<file path="config.mk">
export PLATFORM = sky130hd
export DESIGN_NAME = ir_fetch_queue
export DESIGN_NICKNAME = d
export VERILOG_FILES = /design/src/rtl/ir_fetch_queue.sv
export SDC_FILE = /design/constraint.sdc
export NUM_CORES = 1
export LEC_CHECK = 0
export ABC_CLOCK_PERIOD_IN_PS = 6570
export BUFFER_PORTS_ARGS = -buffer_cell sky130_fd_sc_hd__buf_4
export CAP_MARGIN = 5
export CORE_MARGIN = 1
export CORE_UTILIZATION = 30
export CTS_BUF_LIST = sky130_fd_sc_hd__clkbuf_16
export CTS_CLUSTER_DIAMETER = 80
export DETAILED_ROUTE_END_ITERATION = 8
export PLACE_DENSITY = 0.45
export RECOVER_POWER = 50
export SKIP_CTS_REPAIR_TIMING = 1
export SKIP_LAST_GASP = 1
export SYNTH_ARGS = -nofsm -noshare
export SYNTH_HDL_FRONTEND = slang
export SYNTH_SLANG_ARGS = --single-unit
</file>
<file path="constraint.sdc">
create_clock -name clk_i -period 6.57 [get_ports clk_i]
set_clock_uncertainty 0.2 [all_clocks]
set_input_delay 0.3285 -clock clk_i [delete_from_list [all_inputs] [get_ports clk_i]]
set_output_delay 0.3285 -clock clk_i [all_outputs]
set_load 0.005 [all_outputs]
</file>
<file path="src/rtl/ir_fetch_queue.sv">
// ir_fetch_queue: 2-wide in-order instruction queue between fetch and decode.
// Optional same-cycle bypass when empty: define IR_FETCH_QUEUE_BYPASS_EN.
package ir_fetch_queue_pkg;
    typedef struct packed {
        logic [31:0] pc;
        logic [31:0] instr;
    } ir_reg_t;

    localparam ir_reg_t NULL_IR_REG = '0;
endpackage

module ir_fetch_queue
    import ir_fetch_queue_pkg::*;
#(
    parameter int Depth = 8
) (
    input  logic                       clk_i,
    input  logic                       rst_i,
    input  logic                       flush_i,
    input  logic [1:0]                 push_valid_i,
    input  ir_reg_t                    push_data0_i,
    input  ir_reg_t                    push_data1_i,
    output logic                       push_ready_o,
    output logic [1:0]                 out_valid_o,
    output ir_reg_t                    out_data0_o,
    output ir_reg_t                    out_data1_o,
    input  logic [1:0]                 pop_i,
    output logic [$clog2(Depth+1)-1:0] count_o
);
    localparam int AW = $clog2(Depth);
    localparam int CW = $clog2(Depth + 1);

    ir_reg_t         r_mem [Depth];
    logic [AW-1:0]   r_wr_ptr;
    logic [AW-1:0]   r_rd_ptr;
    logic [CW-1:0]   r_count;

    logic [1:0]      w_push_v;
    logic [1:0]      w_pop_v;
    logic [1:0]      w_push_act;
    logic [1:0]      w_n_push;
    logic [1:0]      w_n_pop;
    logic [1:0]      w_skip;
    logic [1:0]      w_n_store;
    logic            w_bypass;
    logic [AW-1:0]   w_rd_ptr1;
    logic [AW-1:0]   w_wr_ptr1;
    ir_reg_t         w_st0;
    ir_reg_t         w_d0;
    ir_reg_t         w_d1;
    logic [1:0]      w_valid;

    // Illegal 2'b10 encodings collapse to "nothing".
    assign w_push_v = (push_valid_i == 2'b10) ? 2'b00 : push_valid_i;
    assign w_pop_v  = (pop_i == 2'b10) ? 2'b00 : pop_i;

    assign push_ready_o = (r_count <= CW'(Depth - 2));
    assign w_push_act   = w_push_v & {2{push_ready_o}};
    assign w_n_push     = {1'b0, w_push_act[0]} + {1'b0, w_push_act[1]};

`ifdef IR_FETCH_QUEUE_BYPASS_EN
    assign w_bypass = (r_count == '0) && !flush_i;
`else
    assign w_bypass = 1'b0;
`endif

    assign w_rd_ptr1 = r_rd_ptr + AW'(1);
    assign w_wr_ptr1 = r_wr_ptr + AW'(1);

    always_comb begin
        w_valid = {r_count >= CW'(2), r_count >= CW'(1)};
        w_d0    = r_mem[r_rd_ptr];
        w_d1    = r_mem[w_rd_ptr1];
        if (w_bypass) begin
            w_valid = w_push_act;
            w_d0    = push_data0_i;
            w_d1    = push_data1_i;
        end
    end

    assign out_valid_o = w_valid;
    assign out_data0_o = w_valid[0] ? w_d0 : NULL_IR_REG;
    assign out_data1_o = w_valid[1] ? w_d1 : NULL_IR_REG;
    assign count_o     = r_count;

    assign w_n_pop = {1'b0, w_pop_v[0] & w_valid[0]}
                   + {1'b0, w_pop_v[1] & w_valid[1]};

    // Bypassed entries consumed this cycle are never stored.
    assign w_skip    = w_bypass ? w_n_pop : 2'd0;
    assign w_n_store = w_n_push - w_skip;
    assign w_st0     = (w_skip == 2'd0) ? push_data0_i : push_data1_i;

    always_ff @(posedge clk_i) begin
        if (!rst_i && !flush_i) begin
            if (w_n_store >= 2'd1)
                r_mem[r_wr_ptr] <= w_st0;
            if (w_n_store == 2'd2)
                r_mem[w_wr_ptr1] <= push_data1_i;
        end
    end

    always_ff @(posedge clk_i) begin
        if (rst_i || flush_i) begin
            r_wr_ptr <= '0;
            r_rd_ptr <= '0;
            r_count  <= '0;
        end else begin
            r_wr_ptr <= r_wr_ptr + AW'(w_n_store);
            r_rd_ptr <= r_rd_ptr + AW'(w_n_pop - w_skip);
            r_count  <= r_count + CW'(w_n_push) - CW'(w_n_pop);
        end
    end

`ifndef SYNTHESIS
    always @(posedge clk_i) begin
        if (!rst_i) begin
            assert (push_valid_i != 2'b10);
            assert (pop_i != 2'b10);
        end
    end
`endif
endmodule

</file>
==> results by group <==
Status
  • Status: complete, but fails checks
  • Failing checks: hold timing, capacitance limit, slew limit

Synth
  • Register bit total from synthesis: approximately 520
  • YS warnings: 0
  • Main area contributors after synthesis: edfxtp_1, mux2_2, mux2i_1, mux2_4, a2111oi_0
  • Yosys cell types: 38
  • Top cell type's share of synthesized area: 0.492
  • Cell area after synthesis: about 31000 um^2
  • Async SR Flop Fraction: 0
  • Post-synthesis net count: approximately 2400
  • Gate Count Post-Synth: about 2200
  • Syn_area_per_cell: about 14 um^2
  • Top-count cell post-synth: mux2_2
  • Post-synth top cells: mux2_2, edfxtp_1, mux2i_1
  • Synth area leader: edfxtp_1
  • Sequential-to-total area share from yosys stat: 0.498
  • EDFF count, synth: roughly 510
  • Main synth FF type: edfxtp_1

Power and ir drop
  • Combinational group share of total power: 0.362
  • Clock power share: 0.304
  • Flop pwr share: 0.334
  • Sw power: slightly below 0.004 W
  • Lkg Pwr: around 13 nW
  • Switching fraction of total power: 0.349
  • Power density cells: between 200 and 300 nW/um^2
  • Internal power: between 0.007 and 0.008 W
  • Peak supply drop: around 0.22 mV

Clocking
  • Maximum level of the CTS H-tree: 3
  • CTS tree: yes
  • Clock Path Buffers: 3
  • Clock slew at reported path FFs: 60 ps
  • Num CTS Buffers: 69
  • Clock Sinks: approximately 520
  • Root buf cell: clkbuf_16
  • Clock Latency Late Sink: 630 ps

Finish
  • Filler cell count: 9851
  • Util after Layout: 0.370
  • Final nets: 2776
  • Share of cells above drive strength 1: 0.383
  • Layout Area Growth over Synthesis: 22.6%

Timing
  • RSZ-0062 raised after global routing: no
  • Slew HR: -1.12
  • Fin crit period: between 5000 and 6000 ps
  • Final hold viol count: 3
  • Sum Neg Setup Slack: 0 ps
  • Slew Limit Fails: 282
  • Final Cycle Share: 0.824
  • Final setup margin: approximately 1200 ps
  • Final setup fails: 0
  • Hold Slack: -3.66 ps
  • Worst slew pin tran: 3140 ps
  • Max frequency: 185 MHz

Floorplan
  • Die area: between 100000 and 150000 um^2
  • Initial core utilization: 0.302
  • Die width: 325 um
  • Core Rows: between 100 and 150
  • Die Ht: between 300 and 400 um
  • Top Ports: 270
  • Core Box Area: slightly above 100000 um^2

GRT
  • GRT overflow: 0
  • Vias in the first global route: 22307
  • First-pass GRT wire length: roughly 160 mm
  • GRT Total Usage: 0.208
  • Pin count of the biggest net entering global routing: 147
  • Antenna violations before repair: 6

Detailed routing
  • Routed wire length: 114 mm
  • Met2 WL: between 50 and 60 mm
  • Number of DRC markers in iteration 0: between 1500 and 2000
  • Routed Antenna Nets: 0
  • First drt pass iteration count: 5
  • Number of remaining DRC errors: 0
  • Routed WL per cell: ~28 um
  • DR vias/cell: 5.40
  • Wire length on met3: 5.84 mm
  • Routed metal-1 wirelength: between 50 and 60 mm
  • Highest layer used for signal routing: met5
  • Via count: 21861

Place
  • I/O Buffers: 269
  • Detailed Place HPWL: approximately 64 mm
  • Setup WS pre-CTS: 2300 ps
  • RePlAce Congestion: roughly 0.76

Critical path
  • Worst EP required: 6750 ps
  • Setup CP Type: reg2reg
  • Crit path max fanout: 46
  • Worst Setup Start Kind: register
  • Crit path arrival time: approximately 5600 ps
  • Crit path capture type: register

Flow run
  • Maxcap violations: 10

Hold path
  • Hold Crit Class: in2reg
==> cell usage in the layout, fill, tap and decap left out, types with 64 or more instances in the layout <==
cell type / synthesis / routed
a211oi_1: 64 / 64
a221oi_1: 64 / 64
a22oi_1: 64 / 64
buf_4: 32 / 310
clkbuf_16: 0 / 71
dlygate4sd3_1: 0 / 192
edfxtp_1: 512 / 512
mux2_2: 542 / 541
mux2i_1: 321 / 321
nand2_1: 68 / 67
nor2b_1: 66 / 64
o22ai_1: 64 / 64
==> cell type report <==
class | instances | area (um^2) | share of cell area
sequential | 522 | 15600 | 0.406
multi-input combinational | 1495 | 14600 | 0.380
timing repair buffer | 521 | 4430 | 0.115
clock buffer | 71 | 1780 | 0.0463
tap | 1380 | 1730 | 0.0450
clock inverter | 44 | 203 | 0.00529
inverter | 13 | 48.8 | 0.00127
antenna | 3 | 7.51 | 0.000196
==> through the flow <==
step / area [um^2] / std cells / total power (W)
finish: 38300 / 4049 / 0.0113
floorplan: 31300 / 2224 / 0.00576
global placement: 34700 / 3739 / 0.00788
detailed placement: 34700 / 3739 / 0.00789
CTS: 36700 / 3854 / 0.0114
global route: 38300 / 4049 / 0.0118
==> cell families (layout without fill, tap and decap cells) <==
group,after synthesis,in the layout,share of synthesized area
muxes,961,961,0.345
and+or+nand+nor,177,177,0.0292
DFF,522,522,0.498
other,0,3,0
AOI/OAI and AO/OA,330,330,0.0812
xor gates and xnor gates,8,8,0.00224
buffers and inverters,207,649,0.0360
adders and majority gates,19,19,0.00856
==> final timing paths <==
kind	startpoint	endpoint	slack, ps	cells after the start
setup reg to reg	count_o[3]$_SDFF_PP0_	r_mem[6][32]$_DFFE_PP_	1150	11
hold / removal	rst_i	r_rd_ptr[1]$_SDFF_PP0_	-4	3
setup / recovery	count_o[3]$_SDFF_PP0_	r_mem[6][32]$_DFFE_PP_	1150	11
hold reg to reg	r_wr_ptr[2]$_SDFF_PP0_	r_wr_ptr[2]$_SDFF_PP0_	450	2
==> metal layers <==
metal	up-vias	track usage
met5	-	0
met3	146	0.0340
met2	652	0.344
met1	11349	0.279
li1	9710	-
met4	4	0.0587
==> critical path: stages, from the launching register on <==
cell and delay, ps:
dfxtp_1 390, inv_1 100, ha_1 190, nand2_1 80
mux2i_1 260, and3_1 250, ha_1 230, and3_1 250
nand3_1 1270, buf_4 930, mux2_2 410, dlygate4sd3_1 550
==> state kept, by name, indices dropped and copies added (netlist names) <==
name,cells
count_o,4
r_mem,512
r_rd_ptr,3
r_wr_ptr,3
==> power groups by stage <==
stage	clock network, W	registers (W)	logic [W]
floorplan	0	0.00383	0.00193
global placement	0	0.00384	0.00403
detailed placement	0	0.00385	0.00405
CTS	0.00351	0.00378	0.00406
global route	0.00364	0.00379	0.00435
finish	0.00344	0.00378	0.00409
No activity file was read; power rests on OpenSTA's default activity.
